$ cat src/rtl/mat_stream_pkg.sv
// Shared definitions for the result-matrix streaming path.
package mat_stream_pkg;

  localparam int unsigned N     = 3;
  localparam int unsigned W     = 9;
  localparam int unsigned IDX_W = $clog2(N * N);

  typedef enum logic {
    IDLE,
    STREAM
  } state_t;

endpackage

$ cat src/rtl/mat_elem_sel.sv
// Combinational N*N:1 element mux: picks element idx out of the packed hold word.
module mat_elem_sel #(
  parameter int unsigned N  = 3,
  parameter int unsigned W  = 9,
  parameter int unsigned IW = 4
) (
  input  logic [N*N*W-1:0] hold,
  input  logic [IW-1:0]    idx,
  output logic [W-1:0]     data
);

  // One-hot compare per element; out-of-range indices yield zero.
  always_comb begin
    data = '0;
    for (int unsigned k = 0; k < N * N; k++) begin
      if (idx == IW'(k)) data = hold[W*k +: W];
    end
  end

endmodule

$ cat src/rtl/mat_result_streamer.sv
// Captures a packed N x N result matrix and streams it row-major on valid/ready.
module mat_result_streamer #(
  parameter int unsigned N = mat_stream_pkg::N,
  parameter int unsigned W = mat_stream_pkg::W
) (
  input  logic             clk,
  input  logic             rst,
  input  logic             en,
  input  logic             res_valid,
  input  logic [N*N*W-1:0] res,
  output logic             res_ready,
  output logic [W-1:0]     m_data,
  output logic [1:0]       m_row,
  output logic [1:0]       m_col,
  output logic             m_last,
  output logic             m_valid,
  input  logic             m_ready,
  output logic             busy,
  output logic             drop_err
);

  import mat_stream_pkg::*;

  localparam int unsigned    NN       = N * N;
  localparam int unsigned    IW       = $clog2(NN);
  localparam logic [IW-1:0]  LAST_IDX = IW'(NN - 1);
  localparam logic [1:0]     COL_MAX  = 2'(N - 1);

  // Row/col tags are 2 bits wide, so larger matrices cannot be described.
  if (N > 4 || N < 2) begin : g_bad_n
    $error("mat_result_streamer: N must be in 2..4");
  end

  state_t           state_q, state_d;
  logic [IW-1:0]    idx_q, idx_d;
  logic [1:0]       row_q, row_d;
  logic [1:0]       col_q, col_d;
  logic [NN*W-1:0]  hold_q, hold_d;
  logic             drop_q, drop_d;
  logic             at_last, cap, fire;

  mat_elem_sel #(
    .N  (N),
    .W  (W),
    .IW (IW)
  ) u_sel (
    .hold (hold_q),
    .idx  (idx_q),
    .data (m_data)
  );

  // State, counters, hold word and sticky error; rst wins over en.
  always_ff @(posedge clk) begin
    if (rst) begin
      state_q <= IDLE;
      idx_q   <= '0;
      row_q   <= '0;
      col_q   <= '0;
      hold_q  <= '0;
      drop_q  <= 1'b0;
    end else begin
      state_q <= state_d;
      idx_q   <= idx_d;
      row_q   <= row_d;
      col_q   <= col_d;
      hold_q  <= hold_d;
      drop_q  <= drop_d;
    end
  end

  // Handshake decode and next-state; capture takes priority over wrap-to-IDLE
  // so a pulse on the final handshake restarts at element 0 without a bubble.
  always_comb begin
    at_last   = (idx_q == LAST_IDX);
    m_valid   = en & (state_q == STREAM);
    res_ready = en & ((state_q == IDLE) | ((state_q == STREAM) & at_last & m_ready));
    cap       = res_valid & res_ready;
    fire      = m_valid & m_ready;
    m_last    = at_last & m_valid;
    m_row     = row_q;
    m_col     = col_q;
    busy      = (state_q == STREAM);
    drop_err  = drop_q;

    state_d = state_q;
    idx_d   = idx_q;
    row_d   = row_q;
    col_d   = col_q;
    hold_d  = hold_q;
    drop_d  = drop_q | (en & res_valid & ~res_ready);

    if (cap) begin
      state_d = STREAM;
      hold_d  = res;
      idx_d   = '0;
      row_d   = '0;
      col_d   = '0;
    end else if (fire) begin
      if (at_last) begin
        state_d = IDLE;
        idx_d   = '0;
        row_d   = '0;
        col_d   = '0;
      end else begin
        idx_d = idx_q + IW'(1);
        if (col_q == COL_MAX) begin
          col_d = '0;
          row_d = row_q + 2'd1;
        end else begin
          col_d = col_q + 2'd1;
        end
      end
    end
  end

endmodule

$ cat config.mk
export PLATFORM = sky130hd
export DESIGN_NAME = mat_result_streamer
export DESIGN_NICKNAME = d
export VERILOG_FILES = /design/src/rtl/mat_stream_pkg.sv /design/src/rtl/mat_elem_sel.sv /design/src/rtl/mat_result_streamer.sv
export SDC_FILE = /design/constraint.sdc
export NUM_CORES = 1
export LEC_CHECK = 0
export ABC_AREA = 1
export BUFFER_PORTS_ARGS = -buffer_cell sky130_fd_sc_hd__clkbuf_2
export CORE_MARGIN = 4
export CORE_UTILIZATION = 38
export CTS_BUF_LIST = sky130_fd_sc_hd__clkbuf_16
export DETAILED_ROUTE_END_ITERATION = 10
export PLACE_DENSITY_LB_ADDON = 0.15
export SYNTH_ARGS = -nofsm -noshare
export SYNTH_HDL_FRONTEND = slang
export SYNTH_SLANG_ARGS = --single-unit
$ cat constraint.sdc
create_clock -name clk -period 1.76 [get_ports clk]
set_input_delay 0 -clock clk [delete_from_list [all_inputs] [get_ports clk]]
set_output_delay 0 -clock clk [all_outputs]
set_load 0.01 [all_outputs]
==> results.py, run 1 <==
metrics = {
    "yosys": {
        "synth_edf_count": 0,
        "yosys_warnings": 0,
        "synth.area.top_cells": "dfxtp_1 (43%), nor2_1 (17%), o21ai_0 (9.7%)",
        "yosysMostFrequentCell": "nor2_1",
        "synth_common_cells": "nor2_1 (185), nand2_1 (99), dfxtp_1 (91)",
        "synth_area_um2": 4200,
        "ys.flop_type": "dfxtp_1",
        "ys_seq_area_share_pct": 43.4,
        "async_flop_share_pct": 0,
        "yosysTopAreaCellShare_pct": 43.4,
        "synth.net_count": 711,
        "synth-seq-cells": 91,
        "yosys.area.top_type": "dfxtp_1",
        "synth.avg_cell_area_um2": 6.76,
        "synth_cell_types": 29,
        "synthCells": 621,
    },
    "layout": {
        "nFillCells": 989,
        "multi_input_area_um2": 2210,
        "drive_gt1_share_pct": 24.0,
        "post-route-util_pct": 58.2,
        "layout.area.seq_um2": 1830,
        "fin_nets": 900,
        "area_growth_syn_to_layout_pct": 50.2,
        "diodes": 0,
    },
    "clocking": {
        "cts.path.max_buffers": 2,
        "clkLatencyLatePin_ns": 0.34,
        "clk_pin_slew_ns": 0.06,
        "numCtsBuffers": 9,
        "cts-htree-levels": 3,
        "cts_root_buffer": "clkbuf_16",
        "tritoncts": "done",
        "clock-sinks": 91,
    },
    "drt": {
        "via_count": 4599,
        "drc": 0,
        "drtIter0Drc": 265,
        "wl_um": 12900,
        "antenna_left": 0,
        "avgViaCountPerCell": 4.83,
        "dr.pass1.iters": 5,
        "avgRoutedWirePerCell_um": 13.5,
    },
    "setup_path": {
        "crit_path_end_kind": "output port",
        "cp_data_required_time_ns": 1.76,
        "start_kind": "register",
        "path_class": "register to output port",
        "crit_arrival_ns": 1.92,
        "path_max_fanout": 6,
    },
    "global_routing": {
        "grt_max_degree": 56,
        "track_usage_pct": 19.9,
        "overflow": 0,
        "grt_pass1_wl_um": 20700,
        "antenna_found_initial": 0,
        "grt_pass1_vias": 4461,
    },
    "status": {
        "outcome": "finished with violations",
        "violations": "negative setup slack",
    },
    "sta": {
        "clock.fmax_mhz": 521,
        "maxSlewViolCount": 0,
        "worst_slack_ns": -0.159,
        "whs_ns": 0.00957,
        "period_share_pct": 109,
        "relSlewSlack_pct": 74.6,
        "hold_violations": 0,
        "rsz0062_at_grt": "yes",
        "skew_ns": 0.00537,
        "setup_violations": 9,
        "worst_pin_slew_ns": 0.381,
        "fin_crit_ns": 1.92,
    },
    "pwr": {
        "worst_ir_drop_vdd_uv": 500,
        "power_density_nw_per_um2": 765,
        "p_leak_nw": 2.83,
    },
    "worst_hold_path": {
        "hold_class": "input pin to register",
    },
    "floorplan": {
        "rows": 38,
        "initial_utilization_pct": 38.7,
        "die_h_um": 113,
        "coreArea_um2": 10800,
        "fp.dieW_um": 113,
        "die_area_um2": 12800,
        "io_pins": 104,
    },
    "placed_design": {
        "dp_hpwl_um": 8530,
        "port_buffers": 103,
        "place_congestion": 0.856,
    },
    "flow_run": {
        "cap_violations": 0,
    },
}
==> registers in the layout, indices dropped and copies added (netlist names) <==
signal,cells
m_row,2
hold_q,81
busy,1
drop_err,1
m_col,2
idx_q,4
==> final cells by class <==
class	count	share of cell area [%]
Multi-Input combinational cell	458	35.0
Timing Repair Buffer	213	26.3
Inverter	37	2.52
Clock inverter	5	0.774
Sequential cell	91	29.1
Clock buffer	9	3.57
Tap cell	140	2.78
==> path summary, 6_finish.rpt <==
kind / depth (start not counted) / endpoint / start / slack, ns
setup / recovery: 13 / m_data[1] / idx_q[0] / -0.16
hold / removal: 4 / busy / m_ready / 0.01
setup reg to reg: 8 / hold_q[70] / idx_q[0] / 0.15
hold reg to reg: 1 / drop_err / drop_err / 0.47
==> layer usage <==
layer  vias up  part of all wire (%)  GRT usage, %  wire length [um]
met3        20                   5.6          4.22               723
met2       121                    49          34.6              6260
li1       2353                     -             -                 -
met4         0                   1.8          6.41               226
met5         -                     0             0                 0
met1      2105                    44          24.6              5650
==> layout by cell type, fill, tap and decap left out, types with 8 or more instances in the layout <==
cell type	count
a21oi_1	8
buf_4	15
clkbuf_16	10
clkbuf_2	100
dfxtp_1	87
dlygate4sd3_1	84
inv_1	29
nand2_1	94
nand3_1	19
nand4_1	19
nor2_1	182
o21ai_0	71
o21ai_1	15
or2_2	9
==> report_power, final <==
group          internal (W)  switching [W]
clock               0.00107       0.000772
combinational      0.000369       0.000344
sequential          0.00219      0.0000844
total               0.00363        0.00120
==> stage by stage <==
step / total power [W] / setup slack (ns) / setup TNS, ns / std cells / area [um^2]
floorplan: 0.00261 / 0.164 / 0 / 621 / 4200
global placement: 0.00284 / 0.0237 / 0 / 846 / 4910
detailed placement: 0.00285 / -0.0721 / -0.369 / 846 / 4910
CTS: 0.00483 / -0.167 / -1.19 / 951 / 6190
global route: 0.00504 / -0.280 / -1.98 / 953 / 6310
finish: 0.00483 / -0.159 / -0.943 / 953 / 6310
==> worst max-delay path, cell delays in order, from the launching register on <==
cell	delay, ns
dfxtp_4	0.37
inv_4	0.07
ha_4	0.14
nand2_4	0.07
buf_6	0.14
o21ai_2	0.10
inv_1	0.06
nand2_2	0.07
nand4_1	0.11
nand2_1	0.11
nand2_1	0.07
nand2_1	0.07
nand2_1	0.07
buf_2	0.14
==> what timing repair did <==
item	CTS	global route
resized for setup	44	27
cloned	2	2
hold buffers	84	0
setup endpoints to repair	11	71
pin swaps	10	7
buffers inserted	5	0
endpoints found under the hold margin	82	0
==> cells by family after synthesis <==
logic type | Yosys count | share of synthesized area, %
XOR/XNOR | 2 | 0.417
buffers and inverters | 73 | 7.54
adder cells (fa/ha/maj) | 4 | 1.19
flip-flops | 91 | 43.4
AND/OR/NAND/NOR | 348 | 34.9
AO/OA/AOI/OAI | 103 | 12.6
Note: power is estimated with default switching activity, not from simulation.
==> run 2, diff against run 1 <==
--- a/config.mk
+++ b/config.mk
@@ -5,7 +5,6 @@
 export SDC_FILE = /design/constraint.sdc
 export NUM_CORES = 1
 export LEC_CHECK = 0
-export ABC_AREA = 1
 export BUFFER_PORTS_ARGS = -buffer_cell sky130_fd_sc_hd__clkbuf_2
 export CORE_MARGIN = 4
 export CORE_UTILIZATION = 38
==> run 2 against run 1 <==
The flow still finishes with violations (negative setup slack). Sequential power is 2% lower. Fmax is 7.3% lower. Sequential share of layout area is 2.8 points lower. Synthesized cell count is 12% lower. Via count is 4.5% higher. Core utilization is 6.3 points higher. Total power is 2.3% higher. Die area is 0.39% lower. Largest cell class unchanged. Highest routed layer unchanged.
==> results.py, run 2 <==
metrics = {
    "floorplan": {
        "io_pins": 104,
        "rows": 38,
        "fp.dieW_um": 113,
        "coreArea_um2": 10800,
        "initial_utilization_pct": 38.7,
        "die_h_um": 113,
        "die_area_um2": 12700,
    },
    "sta": {
        "worst_slack_ns": -0.310,
        "setup_violations": 100,
        "fin_crit_ns": 2.07,
        "rsz0062_at_grt": "yes",
        "clock.fmax_mhz": 483,
        "worst_pin_slew_ns": 0.548,
        "skew_ns": 0.0120,
        "maxSlewViolCount": 0,
        "relSlewSlack_pct": 63.5,
        "hold_violations": 0,
        "period_share_pct": 118,
    },
    "yosys": {
        "async_flop_share_pct": 0,
        "yosysMostFrequentCell": "nand2_1",
        "ys.flop_type": "dfxtp_1",
        "synth.area.top_cells": "dfxtp_1 (44%), nand2_1 (15%), a21oi_1 (12%)",
        "yosysTopAreaCellShare_pct": 43.6,
        "synth_edf_count": 0,
        "synth.avg_cell_area_um2": 7.63,
        "yosys.area.top_type": "dfxtp_1",
        "ys_seq_area_share_pct": 43.6,
        "synth.net_count": 638,
        "synthCells": 548,
        "synth-seq-cells": 91,
        "synth_cell_types": 33,
        "synth_area_um2": 4180,
        "yosys_warnings": 0,
        "synth_common_cells": "nand2_1 (167), a21oi_1 (99), dfxtp_1 (91)",
    },
    "drt": {
        "antenna_left": 0,
        "dr.pass1.iters": 5,
        "avgViaCountPerCell": 5.29,
        "drtIter0Drc": 467,
        "avgRoutedWirePerCell_um": 17.5,
        "wl_um": 15900,
        "drc": 0,
        "via_count": 4806,
    },
    "clocking": {
        "tritoncts": "done",
        "clk_pin_slew_ns": 0.06,
        "numCtsBuffers": 9,
        "cts.path.max_buffers": 2,
        "clkLatencyLatePin_ns": 0.34,
        "cts-htree-levels": 3,
        "clock-sinks": 91,
        "cts_root_buffer": "clkbuf_16",
    },
    "global_routing": {
        "antenna_found_initial": 0,
        "grt_max_degree": 50,
        "track_usage_pct": 23.3,
        "overflow": 0,
        "grt_pass1_vias": 4642,
        "grt_pass1_wl_um": 24000,
    },
    "status": {
        "violations": "negative setup slack",
        "outcome": "finished with violations",
    },
    "pwr": {
        "p_leak_nw": 2.90,
        "power_density_nw_per_um2": 709,
        "worst_ir_drop_vdd_uv": 415,
    },
    "layout": {
        "final_common_cell": "nand2_1",
        "top_register": "hold_q",
        "area_growth_syn_to_layout_pct": 66.5,
        "layout_common_cells": "nand2_1 (136), clkbuf_2 (98), a21oi_1 (88)",
        "fin_cells": 908,
        "top_regs": "hold_q x81, idx_q x4",
        "drive_gt1_share_pct": 35.4,
        "diodes": 0,
        "largest_reg_flops": 81,
        "post-route-util_pct": 64.5,
        "fin_nets": 853,
    },
    "worst_hold_path": {
        "hold_class": "input pin to register",
    },
    "setup_path": {
        "cp_data_required_time_ns": 1.76,
        "start_kind": "register",
        "crit_arrival_ns": 2.07,
        "path_max_fanout": 12,
        "crit_path_end_kind": "output port",
        "path_class": "register to output port",
    },
    "placed_design": {
        "placed_cells": 774,
        "port_buffers": 103,
        "dp_hpwl_um": 9110,
        "place_congestion": 0.873,
    },
    "flow_run": {
        "cap_violations": 0,
    },
}
## run 2: cell count changes in the layout (fill, tap and decap cells not counted), moves of 11 or more
cell      before  now
nand2_2        4   31
nand3_1       19    2
o21ai_0       71    3
a21oi_1        8   88
nand3b_1       0   12
o21ai_1       15    0
buf_4         15   32
nor2_1       182   16
a21oi_2        0   11
nand4_1       19    0
inv_1         29    0
nor2b_1        0   11
nand2_1       94  136
## run 2: cell families (layout without fill, tap and decap cells)
group | count (synthesis) | in the layout | share of synthesized area (%)
buffers and inverters | 50 | 266 | 5.89
adders and majority gates | 4 | 4 | 1.20
DFF | 91 | 91 | 43.6
and+or+nand+nor | 249 | 252 | 26.9
AOI/OAI and AO/OA | 154 | 155 | 22.4
## run 2: report_power, final
group / leakage [nW] / internal [W] / switching [W] / total [W]
clock network: 0.146 / 0.00111 / 0.000846 / 0.00196
logic: 2.01 / 0.000423 / 0.000339 / 0.000762
registers: 0.745 / 0.00215 / 0.0000689 / 0.00222
## run 2: worst max-delay path, stage by stage, from the launching register on
cell and delay, ns:
dfxtp_4 0.39, inv_4 0.06, ha_4 0.17, buf_8 0.14
nand3b_1 0.23, buf_4 0.18, o22ai_1 0.09, nor3_2 0.28
clkbuf_2 0.18
## run 2: path summary, 6_finish.rpt
kind,startpoint,cells after the start,slack [ns],endpoint
max reg2reg,idx_q[0],10,-0.24,hold_q[79]
max,idx_q[0],8,-0.31,m_data[8]
min,en,3,0.03,drop_err
min reg2reg,hold_q[21],2,0.46,hold_q[21]
## run 2: routing by layer
layer  up-vias  wire [um]  global-route usage, %
met1      2269       6980                   31.7
met3        25        928                   3.21
met5         -          0                      0
li1       2333          -                      -
met4         0        261                   5.77
met2       179       7740                   39.3
## run 2: per-stage QoR
step                      hold slack (ns)  setup slack (ns)  setup TNS (ns)  power [W]  area [um^2]
final                              0.0270            -0.310          -19.55    0.00494         6960
after global routing               0.0736            -0.358          -24.80    0.00510         6960
after CTS                          0.0242            -0.272          -10.74    0.00488         6610
after detailed placement            0.231            -0.293          -11.18    0.00269         4920
after global placement              0.226            -0.181           -1.90    0.00268         4920
after floorplan                     0.136            0.0236               0    0.00248         4180
## run 2: timing repair
| item | in CTS | in global routing |
|---|---|---|
| endpoints found under the setup margin | 100 | 101 |
| endpoints found under the hold margin | 82 | 0 |
| hold buffers | 82 | 0 |
| resized for setup | 76 | 56 |
| buffers inserted | 11 | 12 |
| pin swaps | 30 | 21 |
| gates cloned | 10 | 5 |
## run 2: cell type report
cell class                 count  area, um^2
fill                         889        3830
multi-input combinational    411        2520
timing repair buffer         248        2130
sequential                    91        1830
clock buffer                   9         225
tap                          140         175
clock inverter                 7        72.6
inverter                       2        12.5
==> run 3, diff against run 2 <==
--- a/config.mk
+++ b/config.mk
@@ -5,12 +5,13 @@
 export SDC_FILE = /design/constraint.sdc
 export NUM_CORES = 1
 export LEC_CHECK = 0
-export BUFFER_PORTS_ARGS = -buffer_cell sky130_fd_sc_hd__clkbuf_2
 export CORE_MARGIN = 4
-export CORE_UTILIZATION = 38
+export CORE_UTILIZATION = 63
 export CTS_BUF_LIST = sky130_fd_sc_hd__clkbuf_16
 export DETAILED_ROUTE_END_ITERATION = 10
+export DONT_BUFFER_PORTS = 1
 export PLACE_DENSITY_LB_ADDON = 0.15
+export SETUP_SLACK_MARGIN = 0.2
 export SYNTH_ARGS = -nofsm -noshare
 export SYNTH_HDL_FRONTEND = slang
 export SYNTH_SLANG_ARGS = --single-unit
==> run 3 against run 2 <==
The run now fails in 4_1_cts. Synthesized area unchanged. Synthesized cell count stayed put.
==> results.py, run 3 <==
metrics = {
    "floorplan": {
        "io_pins": 104,
        "fp.dieW_um": 89.5,
        "die_h_um": 89.5,
        "rows": 29,
        "initial_utilization_pct": 65.5,
    },
    "yosys": {
        "synthCells": 548,
        "synth_edf_count": 0,
        "yosys_warnings": 0,
        "synth.area.top_cells": "dfxtp_1 (44%), nand2_1 (15%), a21oi_1 (12%)",
        "yosysTopAreaCellShare_pct": 43.6,
        "synth_common_cells": "nand2_1 (167), a21oi_1 (99), dfxtp_1 (91)",
        "yosys.area.top_type": "dfxtp_1",
        "ys_seq_area_share_pct": 43.6,
        "synth_cell_types": 33,
        "synth.avg_cell_area_um2": 7.63,
        "synth_area_um2": 4180,
        "async_flop_share_pct": 0,
        "ys.flop_type": "dfxtp_1",
        "synth-seq-cells": 91,
        "synth.net_count": 638,
        "yosysMostFrequentCell": "nand2_1",
    },
    "clocking": {
        "cts-htree-levels": 3,
        "cts.path.max_buffers": 2,
        "cts_root_buffer": "clkbuf_16",
        "cts_setup_buffers": 30,
        "numCtsBuffers": 9,
        "clock-sinks": 91,
        "post_cts_resized": 256,
    },
    "placed_design": {
        "port_buffers": 0,
        "placed_cells": 593,
        "place_area_um2": 4360,
        "dp_hpwl_um": 7610,
        "place_congestion": 0.871,
        "place_ws_ns": -0.0986,
    },
    "status": {
        "lastStage": "4_1_cts",
        "outcome": "aborted with a tool error",
        "stop_error": "[ERROR DPL-0038] Utilization greater than 100%, impossible to legalize",
    },
}
-- run 3: cell counts after synthesis --
Identical to the previous run, type by type.
-- run 3: metrics by stage --
step | hold slack [ns] | util, % | setup TNS, ns
floorplan | 0.136 | - | 0
global placement | 0.0744 | 68.3 | -0.508
detailed placement | 0.0775 | 68.3 | -0.701
-- run 3: cell families after synthesis --
group,share of synthesized area [%]
buffers and inverters,5.89
DFF,43.6
adders and majority gates,1.20
and+or+nand+nor,26.9
AOI/OAI and AO/OA,22.4
==> run 4, diff against run 3 <==
--- a/config.mk
+++ b/config.mk
@@ -6,12 +6,10 @@
 export NUM_CORES = 1
 export LEC_CHECK = 0
 export CORE_MARGIN = 4
-export CORE_UTILIZATION = 63
-export CTS_BUF_LIST = sky130_fd_sc_hd__clkbuf_16
+export CORE_UTILIZATION = 40
 export DETAILED_ROUTE_END_ITERATION = 10
 export DONT_BUFFER_PORTS = 1
 export PLACE_DENSITY_LB_ADDON = 0.15
-export SETUP_SLACK_MARGIN = 0.2
 export SYNTH_ARGS = -nofsm -noshare
 export SYNTH_HDL_FRONTEND = slang
 export SYNTH_SLANG_ARGS = --single-unit
==> run 4 against run 3 <==
The flow now finishes, with violations (negative setup slack).
==> results.py, run 4 (same netlist as run 2, synthesis figures left out) <==
metrics = {
    "setup_path": {
        "cp_cell_sequence": "inv_4 > ha_4 > and3b_2 > a211o_1 > a311oi_2 > nor3_2 > buf_4",
        "slowest_delay_ns": 0.39,
        "path_max_fanout": 5,
        "crit_path_end_kind": "output port",
        "r2r_end": "hold_q[44]",
        "r2r_cells": 8,
        "cp_slowest_cell": "dfxtp_4",
        "cp_data_required_time_ns": 1.76,
        "rr_startpoint": "idx_q[0]",
        "start_kind": "register",
        "crit_arrival_ns": 2.01,
        "reg2reg_setup_slack_ns": 0.02,
        "path_class": "register to output port",
    },
    "worst_hold_path": {
        "hold_class": "input pin to register",
        "hold_path.startpoint": "rst",
        "hold_depth": 2,
        "whs_endpoint": "hold_q[62]",
    },
    "sta": {
        "rsz0062_at_grt": "yes",
        "relSlewSlack_pct": 75.0,
        "hold_violations": 0,
        "fin_crit_ns": 2.01,
        "setup_violations": 9,
        "clock.fmax_mhz": 497,
        "worst_slack_ns": -0.250,
        "worst_pin_slew_ns": 0.372,
        "maxSlewViolCount": 0,
        "period_share_pct": 114,
        "skew_ns": 0.00963,
    },
    "global_routing": {
        "grt_max_degree": 84,
        "grt_pass1_vias": 4045,
        "grt_pass1_wl_um": 20100,
        "track_usage_pct": 21.5,
        "overflow": 0,
        "antenna_found_initial": 0,
    },
    "floorplan": {
        "die_area_um2": 12200,
        "io_pins": 104,
        "rows": 37,
        "die_h_um": 110,
        "initial_utilization_pct": 40.9,
        "coreArea_um2": 10200,
        "fp.dieW_um": 110,
    },
    "layout": {
        "drive_gt1_share_pct": 18.9,
        "top_regs": "hold_q x81, idx_q x4",
        "fin_cells": 786,
        "final_common_cell": "nand2_1",
        "layout.area.seq_um2": 1830,
        "area_growth_syn_to_layout_pct": 44.7,
        "fin_area_um2": 6050,
        "nFillCells": 877,
        "diodes": 0,
        "multi_input_area_um2": 2430,
        "fin_nets": 736,
        "top_register": "hold_q",
        "largest_reg_flops": 81,
        "layout_common_cells": "nand2_1 (166), dfxtp_1 (88), a21oi_1 (85), dlygate4sd3_1 (85), buf_4 (27)",
    },
    "placed_design": {
        "place_congestion": 0.860,
        "dp_hpwl_um": 8470,
        "placed_cells": 671,
        "place_area_um2": 4450,
        "port_buffers": 0,
    },
    "drt": {
        "avgRoutedWirePerCell_um": 17.3,
        "antenna_left": 0,
        "avgViaCountPerCell": 5.34,
        "via_count": 4201,
        "wl_um": 13600,
        "dr.pass1.iters": 5,
        "drc": 0,
        "drtIter0Drc": 330,
    },
    "clocking": {
        "tritoncts": "done",
        "cts.path.max_buffers": 2,
        "clkLatencyLatePin_ns": 0.36,
        "clk_pin_slew_ns": 0.08,
        "cts_root_buffer": "clkbuf_8",
        "clock-sinks": 91,
        "cts-htree-levels": 3,
        "numCtsBuffers": 9,
    },
    "status": {
        "violations": "negative setup slack",
        "outcome": "finished with violations",
    },
    "pwr": {
        "p_leak_nw": 2.31,
        "power_density_nw_per_um2": 707,
        "worst_ir_drop_vdd_uv": 407,
    },
    "flow_run": {
        "cap_violations": 0,
    },
}
==> run 4: stage by stage <==
stage | worst slack [ns] | total power (W) | hold WS (ns) | setup TNS [ns] | utilization (%)
after floorplan | 0.0236 | 0.00248 | 0.136 | 0 | -
after global placement | -0.226 | 0.00256 | 0.0797 | -1.76 | 43.5
after detailed placement | -0.272 | 0.00256 | 0.0814 | -2.29 | 43.5
after CTS | -0.249 | 0.00425 | 0.0122 | -2.04 | 57.1
after global routing | -0.335 | 0.00446 | 0.0364 | -3.95 | 59.2
final | -0.250 | 0.00428 | 0.00172 | -2.08 | 59.2
==> run 4: area by class of cell <==
type,instances,share of cell area [%]
multi-input cells,410,40.1
clock inverters,3,0.765
clock buffers,12,2.73
inverters,2,0.165
flip-flops and latches,91,30.2
repair buffers,132,23.2
well taps,136,2.81
==> run 4: report_power, final <==
group          total, W  leakage (nW)  switching (W)  internal [W]
registers       0.00221         0.744      0.0000605       0.00215
logic          0.000581          1.46       0.000270      0.000311
clock network   0.00149         0.105       0.000726      0.000768
total           0.00428          2.31        0.00106       0.00323
==> run 4: repair_timing <==
| action | CTS | global route |
|---|---|---|
| pin swaps | 42 | 5 |
| gates cloned | 3 | 5 |
| hold endpoints to repair | 83 | 0 |
| gates resized for setup | 58 | 22 |
| hold buffers | 86 | 0 |
| setup endpoints to repair | 39 | 68 |
| buffers inserted | 6 | 4 |
==> run 4: worst max path at each step <==
stage             start         to  slack (ns)  cells past startpoint
2_1_floorplan  idx_q[0]  m_data[0]        0.02                      8
3_3_place_gp   idx_q[0]  m_data[7]       -0.23                      7
3_5_place_dp   idx_q[0]  m_data[8]       -0.27                      7
4_1_cts        idx_q[0]  m_data[3]       -0.25                      7
5_1_grt        idx_q[1]  m_data[2]       -0.33                      9
6_report       idx_q[0]  m_data[3]       -0.25                      7
==> run 4: worst max-delay path, delay by kind of cell, from the launching register on <==
| kind | cells | cell delay, ns |
|---|---|---|
| AOI/OAI and AO/OA | 2 | 0.56 |
| adders and majority gates | 1 | 0.17 |
| buffers and inverters | 2 | 0.21 |
| DFF | 1 | 0.39 |
| and+or+nand+nor | 2 | 0.33 |
==> run 4: metal layers <==
| metal | routed length [um] | vias to the layer above | part of all wire, % | global-route usage, % |
|---|---|---|---|---|
| met5 | 0 | - | 0 | 0 |
| met4 | 279 | 0 | 2.1 | 7.65 |
| met3 | 719 | 24 | 5.3 | 4.31 |
| met2 | 6340 | 117 | 47 | 34.5 |
| met1 | 6230 | 1974 | 46 | 28.6 |
| li1 | - | 2086 | - | - |
